## config.mk

```make
export PLATFORM = sky130hd
export DESIGN_NAME = uart_transmit
export DESIGN_NICKNAME = d
export VERILOG_FILES = /design/src/rtl/uart_pkg.sv /design/src/rtl/uart_bit_timer.sv /design/src/rtl/uart_transmit.sv
export SDC_FILE = /design/constraint.sdc
export NUM_CORES = 1
export LEC_CHECK = 0
export ABC_CLOCK_PERIOD_IN_PS = 10000
export BUFFER_PORTS_ARGS = -buffer_cell sky130_fd_sc_hd__buf_2
export CAP_MARGIN = 30
export CORE_MARGIN = 5
export CORE_UTILIZATION = 35
export DETAILED_ROUTE_END_ITERATION = 7
export PLACE_DENSITY_LB_ADDON = 0.12
export SLEW_MARGIN = 20
export SYNTH_ARGS = -nofsm -noshare
export SYNTH_HDL_FRONTEND = slang
export SYNTH_SLANG_ARGS = --single-unit
```

## constraint.sdc

```tcl
create_clock -name clk -period 10 [get_ports clk]
set_clock_uncertainty 0.2 [all_clocks]
set_input_delay 1 -clock clk [delete_from_list [all_inputs] [get_ports clk]]
set_output_delay 1 -clock clk [all_outputs]
set_load 0.1 [all_outputs]
```

## src/rtl/uart_pkg.sv

```systemverilog
// Shared UART definitions: state encoding, frame sizing, parity and frame building.
// Defining UART_TX_TWO_STOP_EN gives every transmitted frame two stop bits.
package uart_pkg;

  localparam logic [1:0] ST_IDLE  = 2'd0;
  localparam logic [1:0] ST_LOAD  = 2'd1;
  localparam logic [1:0] ST_SHIFT = 2'd2;

`ifdef UART_TX_TWO_STOP_EN
  localparam logic [3:0] STOP_BITS = 4'd2;
`else
  localparam logic [3:0] STOP_BITS = 4'd1;
`endif

  localparam int unsigned FRAME_W = 32'd12;
  // Start bit plus seven data bits plus the stop bit(s).
  localparam logic [3:0] FRAME_LEN_MIN = 4'd8 + STOP_BITS;

  function automatic logic parity(input logic [7:0] data, input logic eight, input logic ohel);
    return (^data[6:0]) ^ (eight & data[7]) ^ ohel;
  endfunction

  function automatic logic [3:0] frame_len(input logic eight, input logic pen);
    return FRAME_LEN_MIN + {3'b000, eight} + {3'b000, pen};
  endfunction

  function automatic logic [FRAME_W-1:0] build_frame(input logic [7:0] data, input logic eight,
                                                     input logic pen, input logic ohel);
    logic [FRAME_W-1:0] f;
    f      = {FRAME_W{1'b1}};
    f[0]   = 1'b0;
    f[7:1] = data[6:0];
    if (eight) begin
      f[8] = data[7];
      f[9] = pen ? parity(data, eight, ohel) : 1'b1;
    end else begin
      f[8] = pen ? parity(data, eight, ohel) : 1'b1;
    end
    return f;
  endfunction

endpackage

```

## src/rtl/uart_bit_timer.sv

```systemverilog
// Bit-period timer: counts 0..k-1 while enabled and pulses done_o on the last count.
module uart_bit_timer (
  input  logic        clk,
  input  logic        rst_n,
  input  logic [19:0] k_i,
  input  logic        load_i,
  input  logic        en_i,
  output logic        done_o
);

  logic [19:0] k_q, k_d;
  logic [19:0] cnt_q, cnt_d;

  assign done_o = en_i && (cnt_q == (k_q - 20'd1));

  // Next-state: a load latches k (0 behaves as 1) and restarts the count.
  always_comb begin
    k_d   = k_q;
    cnt_d = cnt_q;
    if (load_i) begin
      k_d   = (k_i == 20'd0) ? 20'd1 : k_i;
      cnt_d = 20'd0;
    end else if (done_o) begin
      cnt_d = 20'd0;
    end else if (en_i) begin
      cnt_d = cnt_q + 20'd1;
    end else begin
      cnt_d = cnt_q;
    end
  end

  // Timer registers.
  always_ff @(posedge clk or negedge rst_n) begin
    if (!rst_n) begin
      k_q   <= 20'd0;
      cnt_q <= 20'd0;
    end else begin
      k_q   <= k_d;
      cnt_q <= cnt_d;
    end
  end

endmodule

```

## src/rtl/uart_transmit.sv

```systemverilog
// UART transmitter: bus-written holding register feeding an LSB-first shifter on Tx.
// Define UART_TX_TWO_STOP_EN (see uart_pkg) for two stop bits per frame.
module uart_transmit
  import uart_pkg::*;
#(
  parameter logic [15:0] PORT_ADDR = 16'h0000,
  parameter int unsigned WR_BIT    = 32'd0
) (
  input  logic        clk,
  input  logic        reset,
  input  logic [19:0] k,
  input  logic [15:0] port_id,
  input  logic [15:0] writes,
  input  logic [7:0]  out_port,
  input  logic        eight,
  input  logic        pen,
  input  logic        ohel,
  output logic        Tx,
  output logic        TxRdy
);

  logic [1:0]         state_q, state_d;
  logic [7:0]         hold_q, hold_d;
  logic               rdy_q, rdy_d;
  logic [FRAME_W-1:0] shift_q, shift_d;
  logic [3:0]         bits_q, bits_d;
  logic               tx_q, tx_d;
  logic               wr_s, load_s, tmr_en_s, tmr_done_s;

  assign wr_s = writes[WR_BIT] && (port_id == PORT_ADDR) && rdy_q;

  uart_bit_timer u_timer (
    .clk    (clk),
    .rst_n  (reset),
    .k_i    (k),
    .load_i (load_s),
    .en_i   (tmr_en_s),
    .done_o (tmr_done_s)
  );

  // Next-state logic for holding register, FSM and shifter.
  always_comb begin
    state_d  = state_q;
    hold_d   = hold_q;
    rdy_d    = rdy_q;
    shift_d  = shift_q;
    bits_d   = bits_q;
    load_s   = 1'b0;
    tmr_en_s = 1'b0;
    if (wr_s) begin
      hold_d = out_port;
      rdy_d  = 1'b0;
    end else begin
      hold_d = hold_q;
    end
    case (state_q)
      ST_IDLE: begin
        shift_d = {FRAME_W{1'b1}};
        state_d = rdy_q ? ST_IDLE : ST_LOAD;
      end
      ST_LOAD: begin
        load_s = 1'b1;
      end
      ST_SHIFT: begin
        tmr_en_s = 1'b1;
        if (tmr_done_s && (bits_q == 4'd1)) begin
          // Reloading on the stop-bit edge keeps a back-to-back stop bit at exactly k clocks.
          if (!rdy_q) begin
            load_s = 1'b1;
          end else begin
            state_d = ST_IDLE;
            shift_d = {FRAME_W{1'b1}};
            bits_d  = 4'd0;
          end
        end else if (tmr_done_s) begin
          shift_d = {1'b1, shift_q[FRAME_W-1:1]};
          bits_d  = bits_q - 4'd1;
        end else begin
          shift_d = shift_q;
        end
      end
      default: begin
        state_d = ST_IDLE;
        shift_d = {FRAME_W{1'b1}};
      end
    endcase
    if (load_s) begin
      shift_d = build_frame(hold_q, eight, pen, ohel);
      bits_d  = frame_len(eight, pen);
      rdy_d   = 1'b1;
      state_d = ST_SHIFT;
    end else begin
      state_d = state_d;
    end
    tx_d = shift_d[0];
  end

  // State and datapath registers; reset aborts any frame in flight.
  always_ff @(posedge clk or negedge reset) begin
    if (!reset) begin
      state_q <= ST_IDLE;
      hold_q  <= 8'h00;
      rdy_q   <= 1'b1;
      shift_q <= {FRAME_W{1'b0}};
      bits_q  <= 4'd0;
      tx_q    <= 1'b1;
    end else begin
      state_q <= state_d;
      hold_q  <= hold_d;
      rdy_q   <= rdy_d;
      shift_q <= shift_d;
      bits_q  <= bits_d;
      tx_q    <= tx_d;
    end
  end

  assign Tx    = tx_q;
  assign TxRdy = rdy_q;

endmodule

```

After elaboration in Yosys (flattened, before gate mapping) --
Cells that the tools add are included. Widths: inputs -> output; s select.
Cells by class: $add $sub $neg 5, equal/unequal tests 10, multiplexer cells 28, bitwise operators 3, reductions and logical operators 15
Operators with widths (count):
- $mux 20 | 4
- $mux 12 | 4
- $pmux 12 s2 | 1
- $add 20x1->20 const B | 1
- $eq 20x20->1 | 1
- $logic_not 20->1 | 1
- $mux 4 | 5
- $sub 20x1->20 const B | 1
- $logic_not 16->1 | 1
- $mux 1 | 9
- $ne 3x3->1 const B | 3
- $reduce_and 3->1 | 3
- $ne 4x4->1 const B | 2
- $reduce_xor 7->1 | 1
- $mux 2 | 3
- $pmux 2 s3 | 1
- $reduce_bool 3->1 | 2
- $add 4x1->4 | 1
- $add 4x1->4 const A | 1
- $eq 4x1->1 const B | 1
- $logic_and 1x1->1 | 4
- $reduce_bool 2->1 | 2
- $sub 4x1->4 const B | 1
- $eq 2x1->1 const B | 1
- other kinds (6) | 7
Word-level totals: register bits after elaboration 68

Depth between registers and ports, before layout --
Gate-level depths: netlist (run 1).
depth after elaboration 8, depth in mapped cells 13

Cells and area by module --
Synthesis (run 1) repeated with hierarchy kept, for this count alone.
Second synthesis, totals: cells, all modules 411, area, all modules 4067.7 um^2
By module, submodules not included:
- uart_bit_timer | times used 1, cells an instance 257, area each 2479.9 um^2, seq. area each 1001.0 um^2
- uart_transmit | times used 1, cells an instance 154, area each 1587.8 um^2, seq. area each 703.2 um^2

Worst setup path before layout (run 1) --
No wires, ideal clock.
path type reg-to-reg, start reg u_timer.k_q[0], end reg shift_q[1], setup time 122 ps, data arrival time 3279 ps, setup slack 6399 ps, stages on the path, launching flop included 13, path buffers 2, clock period less this slack 3601 ps, cells stage by stage dfrtp_1 -> inv_1 -> ha_1 -> or3b_1 -> buf_2 -> or4_4 -> a2111oi_4 -> nand4_1 -> or4_4 -> nor2_4 -> o2bb2ai_2 -> buf_6 -> a32o_1
Between the ends: cells in the longest elaborated chain, start to end 8
Ends and longest elaborated chain:
- start, declared | RTL line uart_bit_timer.sv:11 | logic [19:0] k_q, k_d;
- start signal, assigned | RTL line uart_bit_timer.sv:38 | k_q <= k_d;
- $sub 20x1->20 (*) | RTL line uart_bit_timer.sv:14 | assign done_o = en_i && (cnt_q == (k_q - 20'd1));
- $eq 20x20->1 (*) | RTL line uart_bit_timer.sv:14
- $logic_and 1x1->1 (*) | RTL line uart_bit_timer.sv:14
- $logic_and 1x1->1 | RTL line uart_transmit.sv:66 | if (tmr_done_s && (bits_q == 4'd1)) begin
- $mux 1 | RTL line uart_transmit.sv:66
- $pmux 1 s2 | RTL line uart_transmit.sv:56 | case (state_q)
- $ne 4x4->1 (no source line) / $ne 2x2->1 (equally long branches)
- $reduce_and 3->1 (no source line)
- end signal, assigned | RTL line uart_transmit.sv:104 | shift_q <= {FRAME_W{1'b0}};
- end signal, assigned | RTL line uart_transmit.sv:111 | shift_q <= shift_d;
- end, declared | RTL line uart_transmit.sv:25 | logic [FRAME_W-1:0] shift_q, shift_d;
Every way passes the cells marked *; elsewhere a longest branch is shown, timed or not. A chain may end at the register's enable or synchronous reset.

Final worst setup path (run 1) --
start reg u_timer.k_q[5], end reg shift_q[6]
Same word-level chain as after synthesis.

==> results.yml, run 1 <==
outcome:
  status: "complete, no violations"
clock_network:
  tritoncts: "done"
  clkLatencyLatePin_ps: 340
  cts_resized: 0
  cts-root-buf: "clkbuf_16"
  cts_made_buffers: 9
  path_clk_slew_ps: 50
  cts_max_path_buffers: 2
  htree_levels: 3
  cts_sinks: 68
  post-cts-setup-buffers: 0
  hold_buffers: 0
timing:
  drv_slew: 0
  setup_violations: 0
  hold-worst-slack_ps: 283
  finalHoldViolCount: 0
  slew_headroom_pct: 36.5
  max_freq_mhz: 225
  rsz0062_at_grt: "false"
  timing.final.crit_share_pct: 44.4
  finalSetupTns_ps: 0
  tightest_slew_ps: 950
  min_period_ps: 4440
finish:
  layout_commonest_cell: "nand2_1"
  finalNetCount: 611
  fin_area_um2: 5090
  mostFrequentLayoutCells: "nand2_1 (84), dfrtp_1 (66), buf_2 (52)"
  layout-drive-gt1-share_pct: 18.2
  n_fill_cell: 1264
  syn2layout_area_growth_pct: 16.0
  antenna_cells: 0
route:
  firstDrtPassIters: 4
  drtIter0Drc: 169
  viasPerCell: 5.34
  drtAntennaViolNets: 0
  drc: 0
  routed_wl_um: 11400
  routedWlPerCell_um: 16.1
  vias: 3800
floorplan:
  fp.dieW_um: 122
  start_util_pct: 36.1
  rows: 40
  io_pins: 67
  core_area_um2: 12200
  die-area_um2: 14900
  die_h_um: 122
power_and_ir_drop:
  leakagePower_nw: 1.97
  p_comb_share_pct: 3.2
  p_clk_share_pct: 52.6
  p_per_area_nw_per_um2: 122
  switching_share_pct: 21.2
  peakVddDrop_mv: 0.0669
  pwr-share-seq_pct: 44.2
  switchingPower_w: 0.000132
  intPower_w: 0.000490
placement:
  finalWeightedCongestion: 0.821
  port_buffers: 51
  dp_hpwl_um: 8240
  placement.cell_area_um2: 4760
synth:
  syn_area_per_cell_um2: 8.82
  synth-seq-cells: 68
  syn_inst: 497
  synth_ff_type: "dfrtp_1"
  ys_warn_count: 0
  syn_nets: 570
  synth_edf_count: 0
  ys_types: 65
  synth_area_um2: 4390
  ys_async_sr_fraction_pct: 100
  ys_seq_area_share_pct: 38.9
min_path:
  whs_path_depth: 1
  hp-class: "flip-flop to flip-flop"
  whs_endpoint: "shift_q[11]"
  holdCritStartpoint: "shift_q[11]"
worst_setup_path:
  cp_max_fo: 11
  r2r_end: "shift_q[6]"
  required_ps: 10070
  r2r_start: "u_timer.k_q[5]"
  worstPathArrival_ps: 4510
  crit_type: "flip-flop to flip-flop"
  end_kind: "flip-flop"
  start_kind: "flip-flop"
  r2r_slack_ps: 5560
  rr_worst_depth: 8
grt:
  grt_pass1_wl_um: 19600
  antenna_found_initial: 0
  grt_overflow_total: 0
  grt_start_max_net_pins: 69
  grt_usage_pct: 16.5
  first_global_vias: 3973
run:
  drv_cap: 0
[state kept, by name, summed over array words and instances (netlist names)]
signal	flops
u_timer.cnt_q	20
u_timer.k_q	20
shift_q	12
hold_q	8
bits_q	4
state_q	2
Tx	1
TxRdy	1
[Yosys cell counts, drive strengths merged, types with 6 or more instances]
master | count | area [um2]
nor4 | 17 | 106
and3 | 9 | 56.3
buf | 12 | 83.8
xnor2 | 20 | 175
nand3 | 15 | 75.1
and2 | 6 | 37.5
xor2 | 16 | 140
inv | 17 | 63.8
dfrtp | 66 | 1650
ha | 8 | 100
mux2 | 10 | 113
nand4 | 10 | 62.6
o211ai | 16 | 125
o21ai | 26 | 134
nand2 | 84 | 315
nor3 | 9 | 45.0
or3 | 8 | 55.1
a32o | 9 | 90.1
clkbuf | 16 | 61.3
or4 | 11 | 93.8
nor2 | 30 | 120
a21oi | 20 | 111
[final cells by class]
| cell class | instances | area, um2 | area share, % |
|---|---|---|---|
| clock buffers | 12 | 256 | 5.04 |
| clock inverters | 4 | 47.5 | 0.935 |
| inverters | 17 | 63.8 | 1.25 |
| multi-input cells | 384 | 2480 | 48.7 |
| flip-flops and latches | 68 | 1700 | 33.5 |
| well taps | 168 | 210 | 4.13 |
| repair buffers | 58 | 325 | 6.40 |
[worst max-delay path, cell delays in order, from the launching register on]
cell	delay, ps
dfrtp_1	470
or4_4	630
or3_4	440
or4_1	570
o41a_1	180
a21boi_1	740
nand2_1	470
nand2b_1	440
a32o_1	230
[power groups by stage]
stage / clock network (W) / registers, W / logic, W
finish: 0.000327 / 0.000275 / 0.0000200
global route: 0.000351 / 0.000275 / 0.0000233
CTS: 0.000337 / 0.000275 / 0.0000199
detailed placement: 0 / 0.000280 / 0.0000199
global placement: 0 / 0.000280 / 0.0000194
floorplan: 0 / 0.000280 / 0.00000242
[layer usage]
metal,part of all wire [%],global-route usage [%],vias up
li1,-,-,1892
met1,46,20.9,1822
met2,48,27.8,69
met3,4.2,3.48,17
met4,2.0,5.95,0
met5,0,0,-
[worst max path at each step]
stage | from | to | slack (ps) | cells past startpoint
floorplan | u_timer.k_q[0] | shift_q[1] | 6400 | 12
detailed placement | u_timer.k_q[5] | shift_q[6] | 5590 | 8
global route | u_timer.k_q[5] | shift_q[6] | 5310 | 8
global placement | u_timer.k_q[4] | shift_q[6] | 5560 | 8
finish | u_timer.k_q[5] | shift_q[6] | 5560 | 8
CTS | u_timer.k_q[5] | shift_q[1] | 5580 | 8
[stage by stage]
stage	utilization, %	setup slack, ps	cells	total power [W]
2_1_floorplan	-	6400	497	0.000283
3_3_place_gp	39.0	5560	692	0.000300
3_5_place_dp	39.2	5590	694	0.000300
4_1_cts	41.7	5580	710	0.000632
5_1_grt	41.8	5310	711	0.000649
6_report	41.8	5560	711	0.000623
[logic make-up (layout without fill, tap and decap cells)]
group	Yosys count	in the layout	synth area share, %
simple gates	218	218	25.6
compound gates	110	110	18.3
flops	68	68	38.9
buf+inv	45	91	4.76
xor+xnor	36	36	7.19
mux	12	12	3.02
fa+ha+maj	8	8	2.28
Power figures use the tool's default switching activity.
==> inputs of run 2 (changes only) <==
ABC_AREA = 1   (was unset)
ABC_CLOCK_PERIOD_IN_PS = 4380   (was 10000)
clock period = 4.38 ns   (was 10 ns; I/O delays follow)
==> results.yml, run 2 <==
outcome:
  status: "complete, no violations"
timing:
  finalHoldViolCount: 0
  slew_headroom_pct: 45.6
  rsz0062_at_grt: "false"
  min_period_ps: 3390
  finalSetupTns_ps: 0
  max_freq_mhz: 295
  setup_violations: 0
  drv_slew: 0
  tightest_slew_ps: 808
  timing.final.crit_share_pct: 77.3
synth:
  synth-simple-area-share_pct: 35.4
  synth.most_common_cell: "nand2_1"
  synth_ff_type: "dfrtp_1"
  synth-seq-cells: 68
  synth_top_family_by_area: "simple AND/OR/NAND/NOR gates"
  synth-xor-area-share_pct: 8.52
  syn_area_per_cell_um2: 7.14
  ys_warn_count: 0
  synthMuxAreaShare_pct: 0
  ys_async_sr_fraction_pct: 100
  ys_seq_area_share_pct: 37.7
  synthTopCellsByArea: "dfrtp_1 (37%), nand2_1 (15%), nand3_1 (7.2%), inv_1 (7.1%), xor2_1 (4.6%)"
  syn_nets: 706
  synth_area_um2: 4520
  synth_compound_area_share_pct: 6.64
  syn_inst: 633
  yosys.area.top_type: "dfrtp_1"
  synth_edf_count: 0
  synthDominantCellAreaShare_pct: 36.5
  ys_types: 37
  synthAdderAreaFrac_pct: 2.21
  synth_commonest_cells: "nand2_1 (178), inv_1 (86), dfrtp_1 (66), nand3_1 (65), nor2_1 (35)"
clock_network:
  cts_max_path_buffers: 2
  cts_made_buffers: 9
  htree_levels: 3
  cts-root-buf: "clkbuf_16"
  hold_buffers: 0
  path_clk_slew_ps: 60
  cts_sinks: 68
  tritoncts: "done"
  post-cts-setup-buffers: 0
  cts_resized: 0
  clkLatencyLatePin_ps: 330
worst_setup_path:
  worst_path_most_repeated_cell: "nand2_1"
  r2r_end: "shift_q[9]"
  worst_path_largest_cell_delay_ps: 430
  end_kind: "flip-flop"
  r2r_slack_ps: 990
  start_kind: "flip-flop"
  r2r_start: "u_timer.k_q[5]"
  crit_slowest_cell: "nand2_1"
  required_ps: 4400
  crit_type: "flip-flop to flip-flop"
  worstPathArrival_ps: 3400
  crit_chain: "nor2_2 -> nand2_1 -> nor2_4 -> nand2_1 -> nor2_2 -> xor2_1 -> nand2_1 -> nor2_4 -> nand4_4 -> nand2_4 -> nand2_4 -> nand2_1 -> inv_2 -> nand2_1 -> nand2_1"
  cp_max_fo: 34
  rr_worst_depth: 15
min_path:
  whs_endpoint: "hold_q[7]"
  whs_path_depth: 3
  holdCritStartpoint: "out_port[7]"
  hp-class: "input pin to flip-flop"
power_and_ir_drop:
  peakVddDrop_mv: 0.174
  switching_share_pct: 22.5
  p_comb_share_pct: 4.1
  total_power_w: 0.00146
  intPower_w: 0.00113
  pwr-share-seq_pct: 43.4
  p_clk_share_pct: 52.5
  leakagePower_nw: 2.59
  switchingPower_w: 0.000329
  p_per_area_nw_per_um2: 276
floorplan:
  io_pins: 67
  rows: 41
  fp.dieW_um: 124
  die_h_um: 124
  start_util_pct: 35.8
  core_area_um2: 12600
  die-area_um2: 15300
finish:
  layout-drive-gt1-share_pct: 14.1
  reg.largest.list: "u_timer.cnt_q: 20 flops, u_timer.k_q: 20 flops, shift_q: 12 flops"
  finalNetCount: 757
  antenna_cells: 0
  layout_commonest_cell: "nand2_1"
  mostFrequentLayoutCells: "nand2_1 (178), inv_1 (86), dfrtp_1 (66)"
  syn2layout_area_growth_pct: 16.9
route:
  firstDrtPassIters: 4
  drtIter0Drc: 225
  viasPerCell: 4.83
  routed_wl_um: 11300
  routedWlPerCell_um: 13.1
  drtAntennaViolNets: 0
  drc: 0
  vias: 4155
placement:
  dp_hpwl_um: 8490
  finalWeightedCongestion: 0.863
  port_buffers: 51
grt:
  grt_usage_pct: 15.7
  antenna_found_initial: 1
  first_global_vias: 3963
  grt_start_max_net_pins: 69
  grt_overflow_total: 0
  grt_pass1_wl_um: 19100
run:
  drv_cap: 0
run 2: cell type report:
type                       count  area (um2)
fill                        1387        7340
multi-input combinational    456        2380
sequential                    68        1700
inverter                      92         345
timing repair buffer          57         323
clock buffer                  11         253
tap                          172         215
clock inverter                 5        58.8
run 2: routing by layer:
metal | up-vias | global-route usage [%] | share of wire, %
met5 | - | 0 | 0.12
met4 | 2 | 4.71 | 1.5
met3 | 15 | 2.82 | 4.5
met2 | 74 | 24.3 | 44
met1 | 1935 | 22.5 | 50
li1 | 2129 | - | -
run 2: critical path, delay by kind of cell, from the launching register on:
kind | cells | cell delay, ps
flip-flops | 1 | 420
XOR/XNOR | 1 | 280
buffers and inverters | 1 | 190
AND/OR/NAND/NOR | 13 | 2160
run 2: worst max path at each step:
stage | start | to | slack (ps)
floorplan | u_timer.k_q[0] | u_timer.cnt_q[14] | 1830
global placement | u_timer.k_q[0] | shift_q[1] | 990
detailed placement | u_timer.k_q[0] | shift_q[9] | 980
CTS | u_timer.k_q[0] | shift_q[9] | 960
global route | u_timer.k_q[0] | shift_q[1] | 600
finish | u_timer.k_q[5] | shift_q[9] | 990
run 2: kinds of logic after synthesis:
family,count (synthesis)
AO/OA/AOI/OAI,58
buffers and inverters,109
AND/OR/NAND/NOR,346
flip-flops,68
XOR/XNOR,44
adder cells (fa/ha/maj),8
run 2: metrics by stage:
stage	hold WS [ps]	cell area, um2	util, %	setup slack [ps]	cells
6_report	103	5280	41.9	995	861
5_1_grt	112	5280	41.9	600	861
4_1_cts	89.9	5250	41.6	961	859
3_5_place_dp	243	4930	39.1	981	843
3_3_place_gp	237	4930	39.1	991	843
2_1_floorplan	-57.6	4520	-	1830	633
run 2: power by group through the flow:
| stage | sequential, W | combinational, W | clock (W) |
|---|---|---|---|
| 2_1_floorplan | 0.000645 | 0.0000156 | 0 |
| 3_3_place_gp | 0.000644 | 0.0000571 | 0 |
| 3_5_place_dp | 0.000644 | 0.0000580 | 0 |
| 4_1_cts | 0.000633 | 0.0000582 | 0.000783 |
| 5_1_grt | 0.000633 | 0.0000697 | 0.000805 |
| 6_report | 0.000633 | 0.0000601 | 0.000766 |
